<file path="src/rtl/demux8_frame.sv">
// Serial-to-parallel frame demultiplexer: collects eight channel words (a..h)
// into one parallel frame with a valid/ready output handshake.
module demux8_frame #(
  parameter int unsigned WIDTH = 1
) (
  input  logic                 clk,
  input  logic                 rst,
  input  logic [WIDTH-1:0]     in_data,
  input  logic                 in_valid,
  input  logic                 in_start,
  output logic                 in_ready,
  output logic [2:0]           sel,
  output logic [8*WIDTH-1:0]   out_data,
  output logic                 out_valid,
  input  logic                 out_ready,
  output logic                 frame_err
);

  localparam int unsigned NUM_CH   = 8;
  localparam int unsigned CNT_W    = 3;
  localparam int unsigned SHADOW_W = (NUM_CH - 1) * WIDTH;
  localparam logic [CNT_W-1:0] LAST_CH = CNT_W'(NUM_CH - 1);

  typedef enum logic {
    IDLE    = 1'b0,
    COLLECT = 1'b1
  } state_t;

  state_t                state_q, state_d;
  logic [CNT_W-1:0]      cnt_q, cnt_d;
  logic [SHADOW_W-1:0]   shadow_q, shadow_d;
  logic [8*WIDTH-1:0]    out_data_q, out_data_d;
  logic                  out_valid_q, out_valid_d;
  logic                  frame_err_q, frame_err_d;
  logic                  accept;

  // A new word may enter whenever the output slot is empty or being drained.
  assign in_ready  = !out_valid_q || out_ready;
  assign accept    = in_valid && in_ready;
  assign sel       = (state_q == COLLECT) ? cnt_q : '0;
  assign out_data  = out_data_q;
  assign out_valid = out_valid_q;
  assign frame_err = frame_err_q;

  always_ff @(posedge clk) begin
    if (rst) begin
      state_q     <= IDLE;
      cnt_q       <= '0;
      shadow_q    <= '0;
      out_data_q  <= '0;
      out_valid_q <= 1'b0;
      frame_err_q <= 1'b0;
    end else begin
      state_q     <= state_d;
      cnt_q       <= cnt_d;
      shadow_q    <= shadow_d;
      out_data_q  <= out_data_d;
      out_valid_q <= out_valid_d;
      frame_err_q <= frame_err_d;
    end
  end

  always_comb begin
    state_d     = state_q;
    cnt_d       = cnt_q;
    shadow_d    = shadow_q;
    out_data_d  = out_data_q;
    out_valid_d = out_valid_q;
    frame_err_d = 1'b0;

    // Consumer drained the frame; a completion below may refill it this cycle.
    if (out_valid_q && out_ready) begin
      out_valid_d = 1'b0;
    end

    unique case (state_q)
      IDLE: begin
        if (accept) begin
          if (in_start) begin
            shadow_d[0 +: WIDTH] = in_data;
            cnt_d                = CNT_W'(1);
            state_d              = COLLECT;
          end else begin
            frame_err_d = 1'b1;
          end
        end
      end

      COLLECT: begin
        if (accept) begin
          if (in_start) begin
            // Restart: drop the partial frame, this word becomes channel a.
            frame_err_d          = 1'b1;
            shadow_d[0 +: WIDTH] = in_data;
            cnt_d                = CNT_W'(1);
          end else if (cnt_q == LAST_CH) begin
            out_data_d  = {in_data, shadow_q};
            out_valid_d = 1'b1;
            cnt_d       = '0;
            state_d     = IDLE;
          end else begin
            for (int unsigned k = 0; k < NUM_CH - 1; k++) begin
              if (cnt_q == CNT_W'(k)) begin
                shadow_d[k*WIDTH +: WIDTH] = in_data;
              end
            end
            cnt_d = cnt_q + CNT_W'(1);
          end
        end
      end

      default: begin
        state_d = IDLE;
        cnt_d   = '0;
      end
    endcase
  end

endmodule

</file>
<file path="config.mk">
export PLATFORM = sky130hd
export DESIGN_NAME = demux8_frame
export DESIGN_NICKNAME = d
export VERILOG_FILES = /design/src/rtl/demux8_frame.sv
export SDC_FILE = /design/constraint.sdc
export NUM_CORES = 1
export LEC_CHECK = 0
export ABC_AREA = 1
export CAP_MARGIN = 20
export CORE_MARGIN = 5
export CORE_UTILIZATION = 47
export DETAILED_ROUTE_END_ITERATION = 10
export PLACE_DENSITY = 0.69
export SLEW_MARGIN = 20
export SYNTH_ARGS = -nofsm -noshare
export SYNTH_HDL_FRONTEND = slang
export SYNTH_SLANG_ARGS = --single-unit
</file>
<file path="constraint.sdc">
create_clock -name clk -period 4.4 [get_ports clk]
set_input_delay 0.88 -clock clk [delete_from_list [all_inputs] [get_ports clk]]
set_output_delay 0.88 -clock clk [all_outputs]
set_load 0.01 [all_outputs]
</file>
==> metrics.txt, run 1 <==
leakage power between 0.6 and 0.7 nW; H-tree Lvls 1; WP depth 4; layout cells sized above 1 slightly below 9%; critical path buffer and inverter count 3; Reg2Reg Depth 6; Max stage delay cell, worst path clkdlybuf4s50_1; placed cells between 200 and 250; gr ovfl total 0; Crit path required time 3.52 ns; Critical R2R Capture out_data[0]; EDFF count, synth 0; TritonCTS clock tree built; clk_skew 0.00604 ns; number of diodes 0; status completed; combinational family with the most area after synthesis simple AND/OR/NAND/NOR gates; row count 18; root buffer cell clkbuf_4; Synth Net Count roughly 180; initial antenna violation count 0; placed cell areas 1380 sq um; pin count of the biggest net entering global routing 18; synthesized flop and latch total 21; number of global-route vias before repair ~980; commonest non-fill, non-tap cells in the layout 33 x nand2_1, 29 x nor2_1, 28 x inv_1; R2R Setup Slk 2.66 ns; cells after synthesis 168; Slew headroom about two thirds; routed length per placed instance between 10 and 15 um; worst setup path end in_ready; post-synthesis sequential area ratio between 30% and 40%; worst hold path type reg -> reg; fin crit share 67.8%; CP Capture Type output port; proportion of synthesized area in mux cells 0%; Yosys warning count 0; cts hold-fix bufs 0; Max Buffers Root-to-Sink 2; All-Layer GR Usage 14.5%; DR vias ~1,000; Num CTS Buffers 3; Non-Filler Instances 215; Worst-path clk slew roughly 0.11 ns; RD Place Congestion approximately 0.81; commonest non-fill, non-tap cell in the layout nand2_1; Simple-Gate Fraction of Synth Area between 30% and 40%; Die Height roughly 60 um; endpoints failing hold 0; CTS sink count 21; Synth Area in Compound Gates 5.45%; first-pass GRT wire length 4090 um; Top cell by count, worst path clkdlybuf4s50_1; Netlist cell types 22; ys async rst share 0%; CP Launch Type primary input; Nets 199; total die area ~3600 sq um; initial core utilization between 40 and 50%; Ports 20; post_cts resized 0; max incr delay on CP 0.57 ns; RSZ-0062 raised after global routing no; WS Path Type in -> out; Avg Cell Area, Syn roughly 7 sq um; Setup Buffers After CTS 0; DP HPWL about 1700 um; FMAX between 300 and 400 MHz; Die Width roughly 60 um; CP startpoint out_ready; Peak VDD IR ~0.14 mV; Final Critical Period around 3 ns; Pins Over Slew Limit 0; critical path peak fanout 3; Core ar. about 2500 sq um; ANT nets after route 0; synthesized area approximately 1200 sq um; CP cell instances clkdlybuf4s50_1 -> inv_2 -> nand2_1 -> clkdlybuf4s50_1; Final setup viols 0; worst-margin pin slew about 0.47 ns; fillers 253; area grow syn2layout 17.5%; crit path DAT ~2.1 ns; most frequently used flop master after synthesis dfxtp_1; Worst-Skew Late Latency just under 0.3 ns; pwr/cell area 229 nW/um^2; Post-Route WL about 2200 um; router iterations before antenna repair 4; Util after Layout between 50% and 60%; kind of cell adding the most delay to the critical path buffers and inverters; Remaining DRCs 0; synthesized-area fraction occupied by adder cells around 7.3%; post-layout instance area approximately 1400 sq um; max-cap violations 0; vias per cell around 4.7; # port buffers 19; XOR/XNOR share of the synthesized area 0%; TNS Setup 0 ns; 1st-iter DRT viols 18; worst r2r src cnt_q[1]
[tightest hold or removal path, cell delays in order, from the launching register on]
cell and delay, ns:
dfxtp_1 0.33, nor2_1 0.09, nor2_1 0.05
[worst min path at each step]
stage | startpoint | end | slack, ns | depth (start not counted)
finish | out_data[4] | out_data[4] | 0.49 | 2
global route | out_data[5] | out_data[5] | 0.52 | 2
CTS | out_data[4] | out_data[4] | 0.50 | 2
detailed placement | out_data[5] | out_data[5] | 0.47 | 2
global placement | out_data[1] | out_data[1] | 0.46 | 2
floorplan | shadow_q[0] | shadow_q[0] | 0.45 | 2
[sequential cells by signal (all words and copies together), names as in the netlist]
name,flops
out_data,8
shadow_q,7
state_q,1
out_valid,1
frame_err,1
cnt_q,3
[cells in the mapped netlist (2+ instances only)]
library cell | count | share of area, %
dfxtp_1 | 21 | 35
a21oi_1 | 4 | 1.7
nand2_4 | 2 | 1.9
nor2_1 | 29 | 9.1
buf_2 | 3 | 1.3
inv_2 | 4 | 1.3
nand3_1 | 15 | 6.3
nor2_4 | 2 | 1.9
nand2_1 | 33 | 10
inv_1 | 28 | 8.8
buf_6 | 2 | 1.9
o21ai_0 | 2 | 0.84
nand4_1 | 8 | 4.2
ha_1 | 7 | 7.3
[final cells by class]
type	instances	area, sq um	area share [%]
Clock buffer	4	26.3	1.87
Inverter	32	120	8.56
Multi-Input combinational cell	109	608	43.4
Sequential cell	21	420	30.0
Tap cell	30	37.5	2.68
Timing Repair Buffer	19	190	13.6
[stage by stage]
stage / setup WS (ns) / hold WS (ns) / total power, W
detailed placement: 1.41 / 0.473 / 0.000236
global placement: 1.43 / 0.462 / 0.000236
CTS: 1.40 / 0.497 / 0.000327
finish: 1.42 / 0.492 / 0.000321
floorplan: 2.45 / 0.452 / 0.000226
global route: 1.35 / 0.521 / 0.000341
[metal layers]
layer  part of all wire [%]  vias up  track usage (%)
li1                       -      552                -
met1                     48      441             18.5
met2                     48        9             25.0
met3                    2.9        2             1.91
met4                   0.76        0             4.75
met5                      0        -                0
[cell families after synthesis]
kind of cell               count (synthesis)
AOI/OAI and AO/OA                          9
adders and majority gates                  7
buffers and inverters                     38
DFF                                       21
and+or+nand+nor                           93
[report_power, final]
group / total, W / internal (W) / switching, W / leakage (nW)
clock network: 0.0000892 / 0.0000352 / 0.0000540 / 0.0150
logic: 0.0000359 / 0.0000138 / 0.0000221 / 0.464
registers: 0.000196 / 0.000193 / 0.00000325 / 0.170
Note: power is estimated with default switching activity, not from simulation.
==> inputs of run 2 (changes only) <==
--- a/config.mk
+++ b/config.mk
@@ -10,7 +10,7 @@
 export CORE_MARGIN = 5
 export CORE_UTILIZATION = 47
 export DETAILED_ROUTE_END_ITERATION = 10
-export PLACE_DENSITY = 0.69
+export PLACE_DENSITY = 0.72
 export SLEW_MARGIN = 20
 export SYNTH_ARGS = -nofsm -noshare
 export SYNTH_HDL_FRONTEND = slang
==> constraint.sdc (replaced) <==
create_clock -name clk -period 2.51 [get_ports clk]
set_input_delay 0.502 -clock clk [delete_from_list [all_inputs] [get_ports clk]]
set_output_delay 0.502 -clock clk [all_outputs]
set_load 0.01 [all_outputs]
==> metrics.txt, run 2 (synthesis results as in run 1) <==
area grow syn2layout 17.5%; Crit path required time between 2 and 2.5 ns; All-Layer GR Usage 15.6%; Peak VDD IR 0.264 mV; max incr delay on CP roughly 0.56 ns; commonest non-fill, non-tap cell in the layout nand2_1; router iterations before antenna repair 4; Slew headroom roughly 66%; DR vias around 1,000; gr ovfl total 0; Remaining DRCs 0; 1st-iter DRT viols 28; dpl ws 0.272 ns; clk_skew around 0.0012 ns; worst hold slack around 0.5 ns; root buffer cell clkbuf_4; RD Place Congestion around 0.83; leakage power approximately 0.65 nW; final total power ~0.00057 W; critical path buffer and inverter count 3; TNS Setup 0 ns; status completed; Nets slightly below 200; routed length per placed instance ~11 um; fin crit share approximately nine tenths; Internal approximately 0.00042 W; pin count of the biggest net entering global routing 18; initial antenna violation count 0; fillers about 250; Final setup viols 0; kind of cell adding the most delay to the critical path buffers and inverters; H-tree Lvls 1; total die area 3650 sq um; Die Height 60.4 um; switching power share of the total roughly a quarter; initial core utilization around half; critical path peak fanout 3; Worst-Skew Late Latency about 0.3 ns; placed cell areas 1380 sq um; FMAX between 400 and 500 MHz; Max stage delay cell, worst path clkdlybuf4s50_1; post-layout instance area between 1000 and 1500 sq um; Num CTS Buffers 3; Max Buffers Root-to-Sink 2; WS Path Type in -> out; CTS sink count 21; Die Width between 60 and 70 um; Clk pwr share between 20 and 30%; number of diodes 0; layout cells sized above 1 8.65%; pwr/cell area 408 nW/um^2; Setup Buffers After CTS 0; row count 18; Ports 20; Final Critical Period 2.23 ns; Worst-path clk slew ~0.11 ns; endpoints failing hold 0; number of global-route vias before repair around 1,100; RSZ-0062 raised after global routing no; Top cell by count, worst path clkdlybuf4s50_1; first-pass GRT wire length 4360 um; DP HPWL roughly 1700 um; Core ar. between 2000 and 2500 sq um; CP cell instances clkdlybuf4s50_1 -> inv_2 -> nand2_1 -> clkdlybuf4s50_1; CP Capture Type output port; max reg flops 8; Comb pwr share about 11%; CP Launch Type primary input; vias per cell ~4.9; net switching power ~0.00015 W; cts hold-fix bufs 0; Pins Over Slew Limit 0; worst-margin pin slew approximately 0.51 ns; # port buffers 19; post_cts resized 0; commonest non-fill, non-tap cells in the layout 33 x nand2_1, 29 x nor2_1, 28 x inv_1; TritonCTS clock tree built; setup slack after layout around 0.28 ns; crit path DAT approximately 1.7 ns; sequential share of power between 60% and 70%; worst hold path type reg -> reg; ANT nets after route 0; max-cap violations 0; Post-Route WL roughly 2300 um
==> run 2: cell counts in the layout (fill, tap and decap cells not counted) <==
Identical to the previous run, type by type.
==> run 2: path summary, 6_finish.rpt <==
check                    from     endpoint  slack (ns)  cells past startpoint
hold reg to reg   out_data[1]  out_data[1]        0.49                      2
setup reg to reg     cnt_q[1]  out_data[7]        0.75                      6
setup / recovery    out_ready     in_ready        0.28                      4
hold / removal    out_data[1]  out_data[1]        0.49                      2
==> run 2: power by group through the flow <==
stage | Combinational, W | Clock (W) | Sequential, W
global route | 0.0000729 | 0.000188 | 0.000345
global placement | 0.0000623 | 0 | 0.000351
floorplan | 0.0000485 | 0 | 0.000348
finish | 0.0000638 | 0.000165 | 0.000343
detailed placement | 0.0000637 | 0 | 0.000351
CTS | 0.0000638 | 0.000174 | 0.000343
==> run 2: layout make-up <==
type,instances,area [sq um],area share [%]
clock buffers,4,26.3,1.87
inverters,32,120,8.56
multi-input cells,109,608,43.4
flip-flops and latches,21,420,30.0
well taps,30,37.5,2.68
repair buffers,19,190,13.6
==> run 2: per-stage QoR <==
| stage | utilization [%] | cells |
|---|---|---|
| 2_1_floorplan | - | 168 |
| 4_1_cts | 57.1 | 215 |
| 3_5_place_dp | 56.1 | 211 |
| 3_3_place_gp | 56.1 | 211 |
| 5_1_grt | 57.1 | 215 |
| 6_report | 57.1 | 215 |
==> run 2: tightest hold or removal path, stage by stage (launching register included) <==
cell     delay, ns
dfxtp_1       0.33
nor2_1        0.09
nor2_1        0.05
==> run 2: routing by layer <==
metal	wire length [um]	vias up	global-route usage, %
li1	-	552	-
met1	1130	468	19.1
met2	1100	18	26.1
met3	62	5	2.55
met4	42	0	8.54
met5	0	-	0
